`src/rtl/num_entry.sv`:
```
// num_entry: turns keypad events into the number shown on the seven-segment
// display. It also hands finished operands to the ALU and shows ALU results.
//
// Ports
//   clk_i, rst_ni           clock and asynchronous active-low reset
//   key_i/key_valid_i       key event: 0-9 digit, 10 dp, 11 bksp, 12 clr, 13 enter
//   key_ready_o             key accepted when valid && ready
//   result_i/result_valid_i ALU result and its single-cycle strobe
//   operand_o/_valid_o      committed operand, valid/ready handshake to the ALU
//   operand_ready_i
//   num_o                   number to display (registered)
//   override_shift_amount_o keeps typed trailing fraction zeros visible
//   new_shift_amount_o      shift used with the override (always 0)

package calc_pkg;
  localparam int NumDigits = 8;
  localparam int ExpW      = $clog2(NumDigits);
  typedef struct packed {
    logic [4*NumDigits-1:0] significand;
    logic [ExpW-1:0]        exponent;
  } num_t;
endpackage

module num_entry #(
  parameter int NumDigits = calc_pkg::NumDigits
) (
  input  logic           clk_i,
  input  logic           rst_ni,
  input  logic [3:0]     key_i,
  input  logic           key_valid_i,
  output logic           key_ready_o,
  input  calc_pkg::num_t result_i,
  input  logic           result_valid_i,
  output calc_pkg::num_t operand_o,
  output logic           operand_valid_o,
  input  logic           operand_ready_i,
  output calc_pkg::num_t num_o,
  output logic           override_shift_amount_o,
  output logic [2:0]     new_shift_amount_o
);
  localparam int SW = 4 * NumDigits;
  localparam int EW = calc_pkg::ExpW;
  localparam int CW = $clog2(NumDigits + 1);

  localparam logic [1:0] SHOW  = 2'd0;
  localparam logic [1:0] ENTRY = 2'd1;
  localparam logic [1:0] SEND  = 2'd2;

  localparam calc_pkg::num_t ZERO = '{significand: '0, exponent: EW'(NumDigits - 1)};

  logic [1:0]     state, state_n;
  logic [SW-1:0]  digits, digits_n;   // typed digits, right-aligned
  logic [CW-1:0]  count, count_n;     // digits typed, incl. implicit leading 0
  logic [CW-1:0]  frac, frac_n;       // digits after the decimal point
  logic           dp, dp_n;
  calc_pkg::num_t num_n, opnd_n;
  logic           opv_n, ovr_n, accept;

  assign key_ready_o        = (state != SEND) && !result_valid_i;
  assign new_shift_amount_o = 3'd0;
  assign accept             = key_valid_i && key_ready_o;

  always_comb begin
    state_n  = state;
    digits_n = digits;
    count_n  = count;
    frac_n   = frac;
    dp_n     = dp;
    num_n    = num_o;
    opnd_n   = operand_o;
    opv_n    = operand_valid_o;

    // Handshake completes independently of any result arriving in SEND.
    if (state == SEND && operand_valid_o && operand_ready_i) begin
      opv_n   = 1'b0;
      state_n = SHOW;
    end

    if (result_valid_i) begin
      digits_n = '0;
      count_n  = '0;
      frac_n   = '0;
      dp_n     = 1'b0;
      num_n    = result_i;
      if (state != SEND) state_n = SHOW;
    end else if (accept) begin
      // Digit or dp typed over a displayed value starts a fresh entry.
      if (key_i <= 4'd10 && state == SHOW) begin
        digits_n = '0;
        count_n  = '0;
        frac_n   = '0;
        dp_n     = 1'b0;
        state_n  = ENTRY;
      end

      if (key_i <= 4'd9) begin
        if (count_n == CW'(NumDigits)) begin
          // buffer full: key consumed, nothing changes
        end else if (key_i == 4'd0 && count_n == '0 && !dp_n) begin
          // leading zero is not stored
        end else begin
          digits_n = {digits_n[SW-5:0], key_i};
          count_n  = count_n + CW'(1);
          if (dp_n) frac_n = frac_n + CW'(1);
        end
      end else if (key_i == 4'd10) begin
        if (!dp_n && count_n != CW'(NumDigits)) begin
          if (count_n == '0) count_n = CW'(1);
          dp_n = 1'b1;
        end
      end else if (key_i == 4'd11) begin
        if (state == ENTRY) begin
          if (dp_n && frac_n == '0) begin
            dp_n = 1'b0;
            if (digits_n == '0) count_n = '0;
          end else if (count_n != '0) begin
            digits_n = {4'h0, digits_n[SW-1:4]};
            count_n  = count_n - CW'(1);
            if (frac_n != '0) frac_n = frac_n - CW'(1);
          end
        end
      end else if (key_i == 4'd12) begin
        digits_n = '0;
        count_n  = '0;
        frac_n   = '0;
        dp_n     = 1'b0;
        num_n    = ZERO;
        state_n  = SHOW;
      end else if (key_i == 4'd13) begin
        // In SHOW this forwards the displayed result as the next operand.
        opnd_n  = num_o;
        opv_n   = 1'b1;
        state_n = SEND;
      end

      if (state_n == ENTRY) begin
        num_n.significand = digits_n;
        num_n.exponent    = EW'(NumDigits - 1) - EW'(frac_n);
      end
    end

    ovr_n = (state_n == ENTRY) && dp_n;
  end

  always_ff @(posedge clk_i or negedge rst_ni) begin
    if (!rst_ni) begin
      state                   <= SHOW;
      digits                  <= '0;
      count                   <= '0;
      frac                    <= '0;
      dp                      <= 1'b0;
      num_o                   <= ZERO;
      operand_o               <= ZERO;
      operand_valid_o         <= 1'b0;
      override_shift_amount_o <= 1'b0;
    end else begin
      state                   <= state_n;
      digits                  <= digits_n;
      count                   <= count_n;
      frac                    <= frac_n;
      dp                      <= dp_n;
      num_o                   <= num_n;
      operand_o               <= opnd_n;
      operand_valid_o         <= opv_n;
      override_shift_amount_o <= ovr_n;
    end
  end
endmodule
```
`config.mk`:
```
export PLATFORM = sky130hd
export DESIGN_NAME = num_entry
export DESIGN_NICKNAME = d
export VERILOG_FILES = /design/src/rtl/num_entry.sv
export SDC_FILE = /design/constraint.sdc
export NUM_CORES = 1
export LEC_CHECK = 0
export BUFFER_PORTS_ARGS = -buffer_cell sky130_fd_sc_hd__clkbuf_2
export CORE_ASPECT_RATIO = 1.25
export CORE_UTILIZATION = 38
export DETAILED_ROUTE_END_ITERATION = 8
export GPL_TIMING_DRIVEN = 0
export PLACE_DENSITY = 0.69
export SYNTH_ARGS = -nofsm -noshare
export SYNTH_HDL_FRONTEND = slang
export SYNTH_SLANG_ARGS = --single-unit
```
`constraint.sdc`:
```
create_clock -name clk_i -period 3.57 [get_ports clk_i]
set_input_delay 0.5355 -clock clk_i [delete_from_list [all_inputs] [get_ports clk_i]]
set_output_delay 0.5355 -clock clk_i [all_outputs]
set_load 0.02 [all_outputs]
```
==> impl_metrics.yaml <==
power_and_ir_drop:
  p_leak_uw: 0.00373
  sw_ratio_pct: 26.2
  power_density_nw_per_um2: 414
  net-switching-power_uw: 902
  power_report.internal_total_uw: 2540
  vdd.ir_drop.worst_mv: 0.362
  power.share.sequential_pct: 40.5
  share_clk_of_total_power_pct: 47.0
  total_power_uw: 3440
  share_comb_of_total_power_pct: 12.5
route:
  postRouteWirelength_um: 23300
  drt.antenna.violating_nets: 0
  drt_iter0_markers: 920
  remaining_drc_errors: 0
  wl_per_cell_um: 21.7
  viasPerCell: 6.16
  drt-pass1-iter-count: 7
  detailed_route_via_count: 6619
logic_synthesis:
  async_flop_share_pct: 100
  synthesis.area_per_instance_um2: 9.70
  synth_sequential_area_ratio_pct: 42.9
  yosys_register_bits: 115
  post-synth-top-area-fraction_pct: 40.5
  synth_edf_count: 0
  yosys.area.top_type: "dfrtp_1"
  yosys-top-cells-area: "dfrtp_1 41%, mux2_2 5.9%, nand2_1 4.9%"
  ys.warnings.count: 0
  synth.cell_area_um2: 6730
  post_synth_inst_count: 694
  yosys.cell_types.count: 87
  postSynth.topFlopCell: "dfrtp_1"
setup_path:
  timing.critical_path.fanout_max: 10
  critical_path_required_ns: 3.87
  path_class: "in2reg"
  arrival_ns: 3.70
  end_kind: "flip-flop"
  worst_setup_path_start_kind: "input port"
final_layout:
  drive_above_1_share_pct: 30.7
  areaGrowthSynthToFinish_pct: 23.6
  multi_input_comb_area_um2: 3510
  layout.filler_cells: 1631
  fin_area_um2: 8310
  diodes: 0
  register_area_um2: 2890
  finalNetCount: 886
sta:
  finalMaxSlewViolations: 0
  tns_ns: 0
  transition_time_of_the_tightest_slew_check_pin_ns: 0.867
  worst_clock_skew_ns: 0.00746
  post-route-period-util_pct: 95.2
  worst_slew_slack_as_a_fraction_of_its_limit_pct: 42.2
  finalSetupViolCount: 0
  period_needed_ns: 3.40
  rsz0062_at_grt: "no"
  final_hold_viol_count: 0
  timing.fmax_ghz: 0.294
placed_design:
  gp_congestion: 0.967
  placedInstanceArea_um2: 7630
  dp_hpwl_um: 16800
  port_buffers: 115
outcome:
  run_status: "completed"
clock_network:
  clock-sinks: 115
  clock_insertion_delay_worst_skew_ns: 0.42
  cts_buffer_depth: 2
  tritoncts_clock_tree: "done"
  numCtsBuffers: 17
  clock-root-buffer: "clkbuf_16"
  htree_num_levels: 4
  worst_path_clk_slew_ns: 0.05
floorplanning:
  boundaryPins: 120
  core_area_um2: 17400
  die_area_um2: 18200
  std_cell_rows: 54
  floorplan.initialDensity_pct: 38.8
  die_x_um: 121
  die_height_um: 151
global_routing:
  antenna_found_initial: 0
  grt_resource_usage_total_pct: 26.2
  grt_max_degree: 101
  overflow: 0
  grt_pass1_wl_um: 35900
  first_global_vias: 6306
min_path:
  min-delay-path-class: "in2reg"
job:
  max_cap_violations: 0
[worst max-delay path, cell delays in order]
cell       delay [ns]
clkbuf_2         0.14
buf_4            0.21
nand3_4          0.13
nand3_4          0.10
buf_4            0.19
buf_4            0.23
and2_1           0.22
inv_1            0.11
ha_4             0.19
and3b_1          0.17
clkbuf_2         0.15
buf_2            0.24
a2111oi_1        0.57
a211oi_2         0.15
a222oi_1         0.27
inv_1            0.07
[registers in the layout (all words and copies together) (netlist names), 2 cells and up]
register / cells
operand_o: 35
num_o: 35
digits: 32
count: 4
state: 2
frac: 4
[routing by layer]
| layer | GRT usage [%] | part of all wire [%] |
|---|---|---|
| met5 | 0 | 0 |
| met4 | 15.2 | 5.0 |
| met3 | 5.61 | 6.4 |
| met2 | 43.3 | 50 |
| met1 | 31.4 | 38 |
[kinds of logic (layout without fill, tap and decap cells)]
group           after synthesis  after routing  synth area share [%]
simple gates                219            219                  17.1
flops                       115            115                  42.9
other cells                   1              3                0.0557
compound gates              230            230                  26.8
xor+xnor                      2              2                 0.260
buf+inv                      87            241                  6.15
mux                          36             36                  6.01
fa+ha+maj                     4              4                 0.744
[path summary, 6_finish.rpt]
kind | start | end | slack [ns] | depth (start not counted)
hold reg to reg | num_o[1] | num_o[1] | 0.48 | 2
max in group asynchronous | rst_ni | state[0] | 2.25 | 3
hold / removal | result_i[0] | num_o[0] | 0.34 | 3
min in group asynchronous | rst_ni | operand_o[33] | 0.55 | 2
setup reg to reg | state[0] | num_o[16] | 0.20 | 14
setup / recovery | key_i[1] | num_o[16] | 0.17 | 16
[cell usage after synthesis (all sizes together), types with 4 or more instances]
cell	count
o22ai	7
nand2b	4
and2	8
nand2	88
nand3	26
nor3	9
a222oi	23
a32o	5
a31oi	14
nand4	6
o31ai	8
a22oi	20
a211oi	11
o21ai	31
buf	35
inv	19
o211ai	20
dfstp	6
or3	6
mux2	35
a21o	9
and3	4
nor2b	6
nor4	12
dfrtp	109
a21oi	19
o221ai	15
a31o	5
a22o	12
clkbuf	33
nor2	34
ha	4
[power groups by stage]
stage          Clock [uW]  Combinational [uW]  Sequential (uW)
5_1_grt              1690                 463             1400
3_5_place_dp            0                 415             1420
6_report             1620                 429             1390
4_1_cts              1630                 425             1390
2_1_floorplan           0                 191             1460
3_3_place_gp            0                 408             1410
[stage by stage]
stage	util, %	setup WS [ns]	hold slack [ns]	std cells
6_report	47.9	0.170	0.339	1074
5_1_grt	47.9	0.0333	0.356	1074
3_5_place_dp	43.9	-0.871	0.399	1036
3_3_place_gp	43.7	-0.835	0.465	1035
2_1_floorplan	-	0.251	0.240	696
4_1_cts	47.7	0.00974	0.329	1073
[cell usage in the layout, fill, tap and decap left out, drive strengths merged, types with 5 or more instances in the layout]
cell,Yosys,layout
nor2b,6,6
a211oi,11,11
a22o,12,12
or3,6,6
a21oi,19,19
nand4,6,6
mux2,35,35
a21o,9,9
o221ai,15,15
nor3,9,9
nand2,88,88
a31oi,14,14
o22ai,7,7
a31o,5,5
o31ai,8,8
o21ai,31,31
o211ai,20,20
clkinv,0,5
buf,35,42
nor2,34,34
a22oi,20,20
and2,8,8
inv,19,19
a32o,5,5
nor4,12,12
clkbuf,33,172
a222oi,23,23
dfstp,6,6
nand3,26,26
dfrtp,109,109
[layout make-up]
class / instances / share of cell area (%)
inverters: 19 / 0.888
repair buffers: 124 / 8.11
well taps: 224 / 3.37
clock inverters: 7 / 1.02
plain buffers: 67 / 4.15
flip-flops and latches: 115 / 34.7
clock buffers: 24 / 5.55
multi-input cells: 494 / 42.2
[timing repair]
action	4_1_cts	5_1_grt
resized for setup	13	8
hold endpoints to repair	14	0
setup endpoints to repair	75	71
cloned	0	0
pin swaps	2	2
hold buffers	1	0
setup buffers	5	2
Note: power is estimated with default switching activity, not from simulation.
